`src/rtl/hms_display_blink_pkg.sv`:
```
// Shared constants, segment table and FSM state type for the HMS display path.
package hms_disp_pkg;

  localparam logic [6:0] SEG_BLANK = 7'h7F;
  localparam logic [6:0] SEG_DASH  = 7'b0111111;

  // Active-low gfedcba patterns for decimal digits 0..9.
  localparam logic [6:0] SEG_TABLE [0:9] = '{
    7'b1000000, 7'b1111001, 7'b0100100, 7'b0110000, 7'b0011001,
    7'b0010010, 7'b0000010, 7'b1111000, 7'b0000000, 7'b0010000
  };

  typedef enum logic {IDLE, CONV} state_t;

  function automatic logic [6:0] bcd_to_seg(input logic [3:0] d);
    logic [6:0] s;
    s = SEG_BLANK;
    if (d <= 4'd9) s = SEG_TABLE[d];
    return s;
  endfunction

endpackage

```
`src/rtl/hms_display_blink_sseg_dec.sv`:
```
// One BCD digit to active-low 7-segment pattern; blank forces all segments off.
module sseg_dec
  import hms_disp_pkg::*;
(
  input  logic [3:0] bcd,
  input  logic       blank,
  output logic [6:0] seg
);

  always_comb begin
    seg = blank ? SEG_BLANK : bcd_to_seg(bcd);
  end

endmodule

```
`src/rtl/hms_display_blink.sv`:
```
// HMS display path: snapshot fields, serial double-dabble to BCD, blinking 7-seg digits.
// Build option: define HMS_LEADING_BLANK_EN to blank a field's tens digit when it is zero.
module hms_display_blink
  import hms_disp_pkg::*;
#(
  parameter int CLK_HZ     = 50_000_000,
  parameter int BLINK_HZ   = 2,
  parameter int NUM_FIELDS = 3,
  parameter int FIELD_W    = 6
) (
  input  logic                            clk,
  input  logic                            rst_n,
  input  logic [NUM_FIELDS*FIELD_W-1:0]   vals,
  input  logic                            load,
  input  logic [$clog2(NUM_FIELDS+1)-1:0] edit_sel,
  output logic                            busy,
  output logic                            done,
  output logic [NUM_FIELDS*14-1:0]        hex
);

  localparam int SEL_W = $clog2(NUM_FIELDS+1);
  localparam int FLD_W = (NUM_FIELDS > 1) ? $clog2(NUM_FIELDS) : 1;
  localparam int CNT_W = (FIELD_W > 1) ? $clog2(FIELD_W) : 1;
  localparam int HALF  = CLK_HZ / (2*BLINK_HZ);
  localparam int PRE_W = (HALF > 1) ? $clog2(HALF) : 1;
  localparam int NDIG  = 2*NUM_FIELDS;
  localparam int BCD_W = 10;  // hundreds[1:0], tens, ones: covers 7-bit fields

  state_t                             state_q, state_d;
  logic [CNT_W-1:0]                   cnt_q, cnt_d;
  logic [FLD_W-1:0]                   fld_q, fld_d;
  logic [NUM_FIELDS-1:0][FIELD_W-1:0] snap_q, snap_d;
  logic [FIELD_W-1:0]                 bin_q, bin_d;
  logic [BCD_W-1:0]                   bcd_q, bcd_d;
  logic [NUM_FIELDS-1:0][3:0]         ones_q, ones_d, tens_q, tens_d;
  logic [NUM_FIELDS-1:0]              over_q, over_d, tens_blank;
  logic [NDIG-1:0][6:0]               seg_q, seg_d, dec_seg, new_seg;
  logic                               done_q, done_d, commit;
  logic [SEL_W-1:0]                   sel_q, sel_d;
  logic [PRE_W-1:0]                   pre_q, pre_d;
  logic                               blank_q, blank_d;
  logic [BCD_W-1:0]                   bcd_adj;
  logic [BCD_W:0]                     bcd_sh;
  logic                               last_bit, last_fld;

  assign last_bit = (cnt_q == CNT_W'(FIELD_W-1));
  assign last_fld = (fld_q == FLD_W'(NUM_FIELDS-1));

  // One double-dabble step: add-3 on digits >= 5, then shift in the next binary bit.
  always_comb begin
    bcd_adj = bcd_q;
    if (bcd_q[3:0] >= 4'd5) bcd_adj[3:0] = bcd_q[3:0] + 4'd3;
    if (bcd_q[7:4] >= 4'd5) bcd_adj[7:4] = bcd_q[7:4] + 4'd3;
    bcd_sh = {bcd_adj, bin_q[FIELD_W-1]};
  end

  always_comb begin
    state_d = state_q;
    cnt_d   = cnt_q;
    fld_d   = fld_q;
    snap_d  = snap_q;
    bin_d   = bin_q;
    bcd_d   = bcd_q;
    ones_d  = ones_q;
    tens_d  = tens_q;
    over_d  = over_q;
    done_d  = 1'b0;
    commit  = 1'b0;
    case (state_q)
      IDLE: begin
        if (load) begin
          state_d = CONV;
          snap_d  = vals;
          bin_d   = vals[FIELD_W-1:0];
          bcd_d   = '0;
          cnt_d   = '0;
          fld_d   = '0;
        end
      end
      CONV: begin
        bin_d = bin_q << 1;
        bcd_d = bcd_sh[BCD_W-1:0];
        cnt_d = cnt_q + 1'b1;
        if (last_bit) begin
          ones_d[fld_q] = bcd_sh[3:0];
          tens_d[fld_q] = bcd_sh[7:4];
          over_d[fld_q] = |bcd_sh[BCD_W:8];
          cnt_d = '0;
          bcd_d = '0;
          if (last_fld) begin
            state_d = IDLE;
            done_d  = 1'b1;
            commit  = 1'b1;
          end else begin
            fld_d = fld_q + 1'b1;
            bin_d = snap_q[fld_q + 1'b1];
          end
        end
      end
      default: state_d = IDLE;
    endcase
  end

  // Decoders look at the next-state digits so the last field lands in the same commit edge.
  for (genvar gi = 0; gi < NUM_FIELDS; gi++) begin : g_dec
`ifdef HMS_LEADING_BLANK_EN
    assign tens_blank[gi] = (tens_d[gi] == 4'd0);
`else
    assign tens_blank[gi] = 1'b0;
`endif
    sseg_dec u_ones (.bcd(ones_d[gi]), .blank(1'b0),           .seg(dec_seg[2*gi]));
    sseg_dec u_tens (.bcd(tens_d[gi]), .blank(tens_blank[gi]), .seg(dec_seg[2*gi+1]));
    assign new_seg[2*gi]   = over_d[gi] ? SEG_DASH : dec_seg[2*gi];
    assign new_seg[2*gi+1] = over_d[gi] ? SEG_DASH : dec_seg[2*gi+1];
  end

  always_comb begin
    seg_d = commit ? new_seg : seg_q;
  end

  always_comb begin
    sel_d   = edit_sel;
    pre_d   = pre_q;
    blank_d = blank_q;
    if (edit_sel != sel_q) begin
      pre_d   = '0;
      blank_d = 1'b0;
    end else if (pre_q == PRE_W'(HALF-1)) begin
      pre_d   = '0;
      blank_d = ~blank_q;
    end else begin
      pre_d = pre_q + 1'b1;
    end
  end

  always_ff @(posedge clk or negedge rst_n) begin
    if (!rst_n) begin
      state_q <= IDLE;
      cnt_q   <= '0;
      fld_q   <= '0;
      snap_q  <= '0;
      bin_q   <= '0;
      bcd_q   <= '0;
      ones_q  <= '0;
      tens_q  <= '0;
      over_q  <= '0;
      seg_q   <= {NDIG{SEG_BLANK}};
      done_q  <= 1'b0;
      sel_q   <= '0;
      pre_q   <= '0;
      blank_q <= 1'b0;
    end else begin
      state_q <= state_d;
      cnt_q   <= cnt_d;
      fld_q   <= fld_d;
      snap_q  <= snap_d;
      bin_q   <= bin_d;
      bcd_q   <= bcd_d;
      ones_q  <= ones_d;
      tens_q  <= tens_d;
      over_q  <= over_d;
      seg_q   <= seg_d;
      done_q  <= done_d;
      sel_q   <= sel_d;
      pre_q   <= pre_d;
      blank_q <= blank_d;
    end
  end

  assign busy = (state_q == CONV);
  assign done = done_q;

  for (genvar gi = 0; gi < NUM_FIELDS; gi++) begin : g_out
    logic fld_off;
    assign fld_off = blank_q && (sel_q == SEL_W'(gi+1));
    assign hex[14*gi +: 7]   = fld_off ? SEG_BLANK : seg_q[2*gi];
    assign hex[14*gi+7 +: 7] = fld_off ? SEG_BLANK : seg_q[2*gi+1];
  end

endmodule

```
`config.mk`:
```
export PLATFORM = sky130hd
export DESIGN_NAME = hms_display_blink
export DESIGN_NICKNAME = d
export VERILOG_FILES = /design/src/rtl/hms_display_blink_pkg.sv /design/src/rtl/hms_display_blink_sseg_dec.sv /design/src/rtl/hms_display_blink.sv
export SDC_FILE = /design/constraint.sdc
export NUM_CORES = 1
export LEC_CHECK = 0
export CORE_UTILIZATION = 58
export CTS_BUF_LIST = sky130_fd_sc_hd__clkbuf_4 sky130_fd_sc_hd__clkbuf_8
export CTS_CLUSTER_SIZE = 14
export DETAILED_ROUTE_END_ITERATION = 7
export HOLD_SLACK_MARGIN = 0.15
export PLACE_DENSITY = 0.83
export SYNTH_ARGS = -nofsm -noshare
export SYNTH_HDL_FRONTEND = slang
export SYNTH_SLANG_ARGS = --single-unit
export TNS_END_PERCENT = 5
```
`constraint.sdc`:
```
create_clock -name clk -period 4 [get_ports clk]
set_clock_uncertainty 0.1 [all_clocks]
set_input_delay 0.6 -clock clk [delete_from_list [all_inputs] [get_ports clk]]
set_output_delay 0.6 -clock clk [all_outputs]
set_load 0.02 [all_outputs]
```
# Yosys cells after proc, flatten, opt, wreduce, memory -nomap -nowiden
# Memories as Yosys holds them, arrays and structs flattened.
# Cells that the tools add are included.
[totals]
register_bits = 137
latch_bits = 0
ram_bits = 0
romBits = 672
inputBits = 23
out_inout_bits = 44
word_cells = 151
n_memories = 6
[mem_list]
columns = ["memory", "depth", "width", "read_ports", "rd_clocked_by_memory_dff", "wr", "line_no", "rtl"]
rows = [
  ["(no name shown)", 16, 7, 1, 0, 0, "hms_display_blink_pkg.sv:18", "if (d <= 4'd9) s = SEG_TABLE[d];"],
  ["(no name shown)", 16, 7, 1, 0, 0, "hms_display_blink_pkg.sv:18", ""],
  ["(no name shown)", 16, 7, 1, 0, 0, "hms_display_blink_pkg.sv:18", ""],
  ["(no name shown)", 16, 7, 1, 0, 0, "hms_display_blink_pkg.sv:18", ""],
  ["(no name shown)", 16, 7, 1, 0, 0, "hms_display_blink_pkg.sv:18", ""],
  ["(no name shown)", 16, 7, 1, 0, 0, "hms_display_blink_pkg.sv:18", ""],
]
[op_classes]
n_addsub = 5
multipliers = 0
div_mod_pow = 0
order_cmp = 17
eq_ne = 10
shift = 0
n_mux = 72
bitwise = 8
n_reduce_logical = 8
[ops]
columns = ["operator", "n"]
rows = [
  ["$mux 7", 30],
  ["$mux 12", 4],
  ["$mux 24", 2],
  ["$ge 5x5->1 const B", 6],
  ["$not 4->5", 6],
  ["$add 24x1->24 const B", 1],
  ["$bwmux 12", 2],
  ["$eq 24x24->1 const B", 1],
  ["$le 4x4->1 const B", 6],
  ["$mux 6", 4],
  ["$mux 10", 2],
  ["$pmux 10 s2", 1],
  ["$bmux 6 s2", 1],
  ["$mux 3", 4],
  ["$mux 4", 3],
  ["$pmux 6 s2", 1],
  ["$mux 1", 9],
  ["$add 4x2->4 const B", 2],
  ["$demux 4 s2", 1],
  ["$ge 4x3->1 const B", 2],
  ["$eq 2x2->1 const B", 3],
  ["$lt 2x3->1 const B", 2],
  ["$mux 2", 3],
  ["$pmux 3 s2", 1],
  ["18 further kinds", 23],
]

# Logic depth before layout (Yosys ltp)
[depth]
ltp_word = 13
depth_mapped = 15
ltp_nobuf = 14

# Cells and area by module
# Synthesis repeated with hierarchy kept, for this count alone.
[unflattened]
hier_cells = 785
area_unflattened_um2 = 7619.8
[modules_own_cells]
columns = ["module", "n_inst", "cells_each", "area_per_inst_um2", "seq_area_each_um2"]
rows = [
  ["hms_display_blink", 1, 605, 6336.1, 3455.8],
  ["sseg_dec", 6, 30, 214.0, 0.0],
]

# Worst setup path before layout
# OpenSTA, ideal clock, no wires.
[synth_timing]
kind = "flip-flop to flip-flop"
start = "reg bcd_q[1]"
end = "reg seg_q[28] (netlist name)"
setup_time_ps = 85
arrival_ps = 2871
required_time_ps = 3815
setup_slack_ps = 945
path_stages_with_launch = 14
n_path_buf = 0
period_less_slack_ps = 3055
cell_sequence = "dfrtp_1 > inv_1 > ha_1 > nand2b_1 > a21oi_4 > xnor2_1 > a21boi_0 > ha_1 > nor2_1 > a2111oi_0 > a211oi_1 > nor2b_1 > a21boi_1 > a21oi_1"
[synth_via]
elab_chain_len = 11
word_cells_on_any_way = 13
cone_classes = "add/sub: 1; order compare: 2; mux: 8; bitwise: 1; memory: 1"
[synth_rtl]
columns = ["item", "line_no", "rtl"]
rows = [
  ["from (decl)", "hms_display_blink.sv:34", "logic [BCD_W-1:0] bcd_q, bcd_d;"],
  ["from (signal assigned)", "hms_display_blink.sv:143", "bcd_q <= '0;"],
  ["from (signal assigned)", "hms_display_blink.sv:158", "bcd_q <= bcd_d;"],
  ["$add 4x2->4 / $ge 4x3->1 (equally long branches)", "hms_display_blink.sv:52", "if (bcd_q[3:0] >= 4'd5) bcd_adj[3:0] = bcd_q[3:0] + 4'd3;"],
  ["$mux 4 *", "hms_display_blink.sv:52", ""],
  ["$bwmux 12 *", "hms_display_blink.sv:85", "ones_d[fld_q] = bcd_sh[3:0];"],
  ["$mux 12 *", "hms_display_blink.sv:84", "if (last_bit) begin"],
  ["$mux 12 *", "hms_display_blink.sv:69", "case (state_q)"],
  ["$not 4->5 (implied by the code)", "hms_display_blink_pkg.sv:18", ""],
  ["$mem_v2 16x7", "n/a", ""],
  ["$mux 7 (implied by the code) (2 in a row)", "hms_display_blink_pkg.sv:18", ""],
  ["$mux 7 *", "hms_display_blink_pkg.sv:18", ""],
  ["$mux 7 *", "hms_display_blink.sv:113", "assign new_seg[2*gi] = over_d[gi] ? SEG_DASH : dec_seg[2*gi];"],
  ["to (signal assigned)", "hms_display_blink.sv:147", "seg_q <= {NDIG{SEG_BLANK}};"],
  ["to (signal assigned)", "hms_display_blink.sv:162", "seg_q <= seg_d;"],
  ["to (decl)", "hms_display_blink.sv:37", "logic [NDIG-1:0][6:0] seg_q, seg_d, dec_seg, new_seg;"],
]
# Every way passes the cells marked *; elsewhere a longest branch is shown, timed or not. The select of a mux whose other input is x is not followed.
# A chain may end at the register's enable or synchronous reset.

# Worst setup path in the final report
[layout_timing]
start = "reg bcd_q[1]"
end = "reg seg_q[31] (netlist name)"
# Same word-level chain as after synthesis.

==> out/qor.yml <==
run_status:
  status: "finished clean"
sta:
  setup_viol: 0
  hold_ws_ns: 0.162
  max_freq_ghz: 0.277
  fin_tns_setup_ns: 0
  hold_viol: 0
  fin_ws_ns: 0.395
  drv_slew: 0
  rsz0062_at_grt: "no"
  min_period_ns: 3.61
  relSlewSlack_pct: 41.0
  tightestPinTransition_ns: 0.886
  finalCritPeriodShare_pct: 90.1
power:
  p_int_mw: 3.96
  p_switching_mw: 3.03
  p_leak_nw: 3.83
  ir_drop_mv: 0.379
  p_seq_share_pct: 33.7
  p_clk_share_pct: 15.4
  p_sw_share_pct: 43.3
  finalPower_mw: 6.99
  power_frac_comb_pct: 50.9
  p_per_area_nw_per_um2: 799
die:
  start_util_pct: 59.8
  fp.coreArea_um2: 12700
  die_area_um2: 13600
  fp.dieW_um: 117
  rows: 41
  fp.dieH_um: 117
  ios: 67
cells_and_area:
  n_antenna_cell: 0
  finish.utilization_pct: 68.8
  area_growth_pct: 15.1
  fin_area_um2: 8750
  nets: 901
  n_fill_cell: 1006
  final_cells: 1025
  drive_gt1_share_pct: 15.8
clock_network:
  cts_max_level: 4
  clock_latency_ns: 0.45
  cts.sinks: 136
  clk_path_buf_depth: 2
  cts_tree: "yes"
  cts_buffers: 17
  cts_resized: 0
  clk_pin_slew_ns: 0.08
  holdBufCountCts: 0
  postCtsSetupBuffers: 0
  cts_root_buffer: "clkbuf_8"
critical_path:
  path_class: "flop to flop"
  crit_arrival_ns: 3.88
  rrSetupSlack_ns: 0.39
  crit_path_end_kind: "flop"
  path_max_fanout: 8
  start_kind: "flop"
  worst_ep_required_time_ns: 4.28
grt:
  grt_max_degree: 70
  grt.total_usage_pct: 27.8
  grt_antenna_before_repair: 0
  grt_pass1_wl_um: 28900
  grt_overflow: 0
  grt_pass1_vias: 5938
yosys:
  synth-simple-area-share_pct: 19.0
  netlist_area_um2: 7610
  synthAdderAreaFrac_pct: 6.25
  synth_top_family_by_area: "simple AND/OR/NAND/NOR gates"
  synthCells: 782
  synthFlopType: "dfrtp_1"
  yosysSeqAreaShare_pct: 45.4
  synth.area.mux_share_pct: 6.02
  synth_edf_count: 0
  yosysWarnings: 0
  async_flop_share_pct: 100
  yosysTopAreaCell: "dfrtp_1"
  synth_fp_nets: 843
  synth_cell_type_count: 79
  post-synth-top-area-fraction_pct: 30.9
  synthXorXnorAreaFrac_pct: 3.22
  synth_compound_area_share_pct: 16.3
  ys_ff_latch: 136
  syn_avg_cell_area_um2: 9.73
  synthTopCellsByArea: "dfrtp_1, dfstp_2, ha_1"
place:
  dp_hpwl_um: 12200
  dpl-instance-area_um2: 8380
  io_buffers: 66
  placed_cells: 993
  gp_congestion: 0.880
  dp_slack_ns: 0.479
min_path:
  hold_path_class: "input pin to asynchronous set/reset pin"
drt:
  first_pass_iters: 6
  wl_per_cell_um: 16.8
  vias: 5915
  via_per_inst: 5.77
  drt_iter0_drc: 298
  drc: 0
  totalWireLength_um: 17200
  ant_nets: 0
flow_run:
  cap_viol_max_count: 0
critical path, cell delays in order (launching register included):
cell and delay [ns]:
dfrtp_1 0.42, inv_1 0.19, ha_1 0.35, nand2b_1 0.17, a21oi_4 0.25, xnor2_1 0.15, a21boi_0 0.42, ha_1 0.29
nor2_1 0.08, a2111oi_0 0.40, a211oi_1 0.13, nor2b_1 0.25, a21boi_1 0.25, a21oi_1 0.10
final cells by class:
type	count	area, um^2	area share, %
sequential	136	3460	39.5
timing repair buffer	72	716	8.18
clock inverter	13	121	1.39
tap	172	215	2.46
clock buffer	19	255	2.92
multi-input combinational	580	3870	44.2
inverter	33	124	1.42
flip-flops by register name, indices dropped and copies added, names as in the netlist:
register / flops
over_q: 2
busy: 1
seg_q: 42
ones_q: 12
fld_q: 2
blank_q: 1
cnt_q: 3
pre_q: 24
snap_q: 18
bcd_q: 10
done: 1
sel_q: 2
bin_q: 6
tens_q: 12
cell usage after synthesis, types with 11 or more instances:
| library cell | number |
|---|---|
| o22ai_1 | 11 |
| dfrtp_1 | 94 |
| inv_1 | 30 |
| buf_2 | 16 |
| ha_1 | 38 |
| nor2_1 | 91 |
| o21ai_0 | 40 |
| xor2_1 | 16 |
| o211ai_1 | 18 |
| clkbuf_1 | 12 |
| nand2b_1 | 46 |
| dfstp_2 | 42 |
| a21oi_1 | 32 |
| nand3_1 | 15 |
| nand2_1 | 64 |
| mux2i_1 | 23 |
| xnor2_1 | 12 |
| mux2_2 | 19 |
| nor3_1 | 19 |
cell families (layout without fill, tap and decap cells):
group	Yosys count	in the layout
compound gates	179	179
xor+xnor	28	28
fa+ha+maj	38	38
buf+inv	66	137
flops	136	136
mux	43	43
simple gates	292	292
layout by cell type, fill, tap and decap left out, types with 19 or more instances in the layout:
master,count
mux2i_1,23
a21oi_1,32
nor2_1,91
nand2b_1,46
dfrtp_1,94
mux2_2,19
inv_1,30
o21ai_0,40
nand2_1,64
nor3_1,19
dfstp_2,42
clkdlybuf4s50_1,65
ha_1,38
per-layer routing:
| metal | part of all wire, % | routed length (um) | track usage (%) | vias to the layer above |
|---|---|---|---|---|
| met4 | 2.8 | 482 | 11.7 | 0 |
| met2 | 50 | 8640 | 47.3 | 164 |
| li1 | - | - | - | 2844 |
| met1 | 43 | 7430 | 34.6 | 2871 |
| met3 | 4.0 | 689 | 5.66 | 36 |
| met5 | 0 | 0 | 0 | - |
worst paths after layout:
check,end,start,cells after the start
worst max-delay path,seg_q[31],bcd_q[1],13
min in group clk,seg_q[33],seg_q[33],2
worst min-delay path,tens_q[9],rst_n,1
worst max register to register,seg_q[31],bcd_q[1],13
worst min register to register,seg_q[33],seg_q[33],2
max in group asynchronous,seg_q[18],rst_n,2
power by group through the flow:
stage | combinational, mW | clock, mW | sequential [mW]
after floorplan | 2.54 | 0 | 2.22
after global placement | 3.42 | 0 | 2.34
after detailed placement | 3.53 | 0 | 2.37
after CTS | 3.54 | 1.11 | 2.34
after global routing | 3.92 | 1.17 | 2.41
final | 3.56 | 1.08 | 2.35
Note: power is estimated with default switching activity, not from simulation.
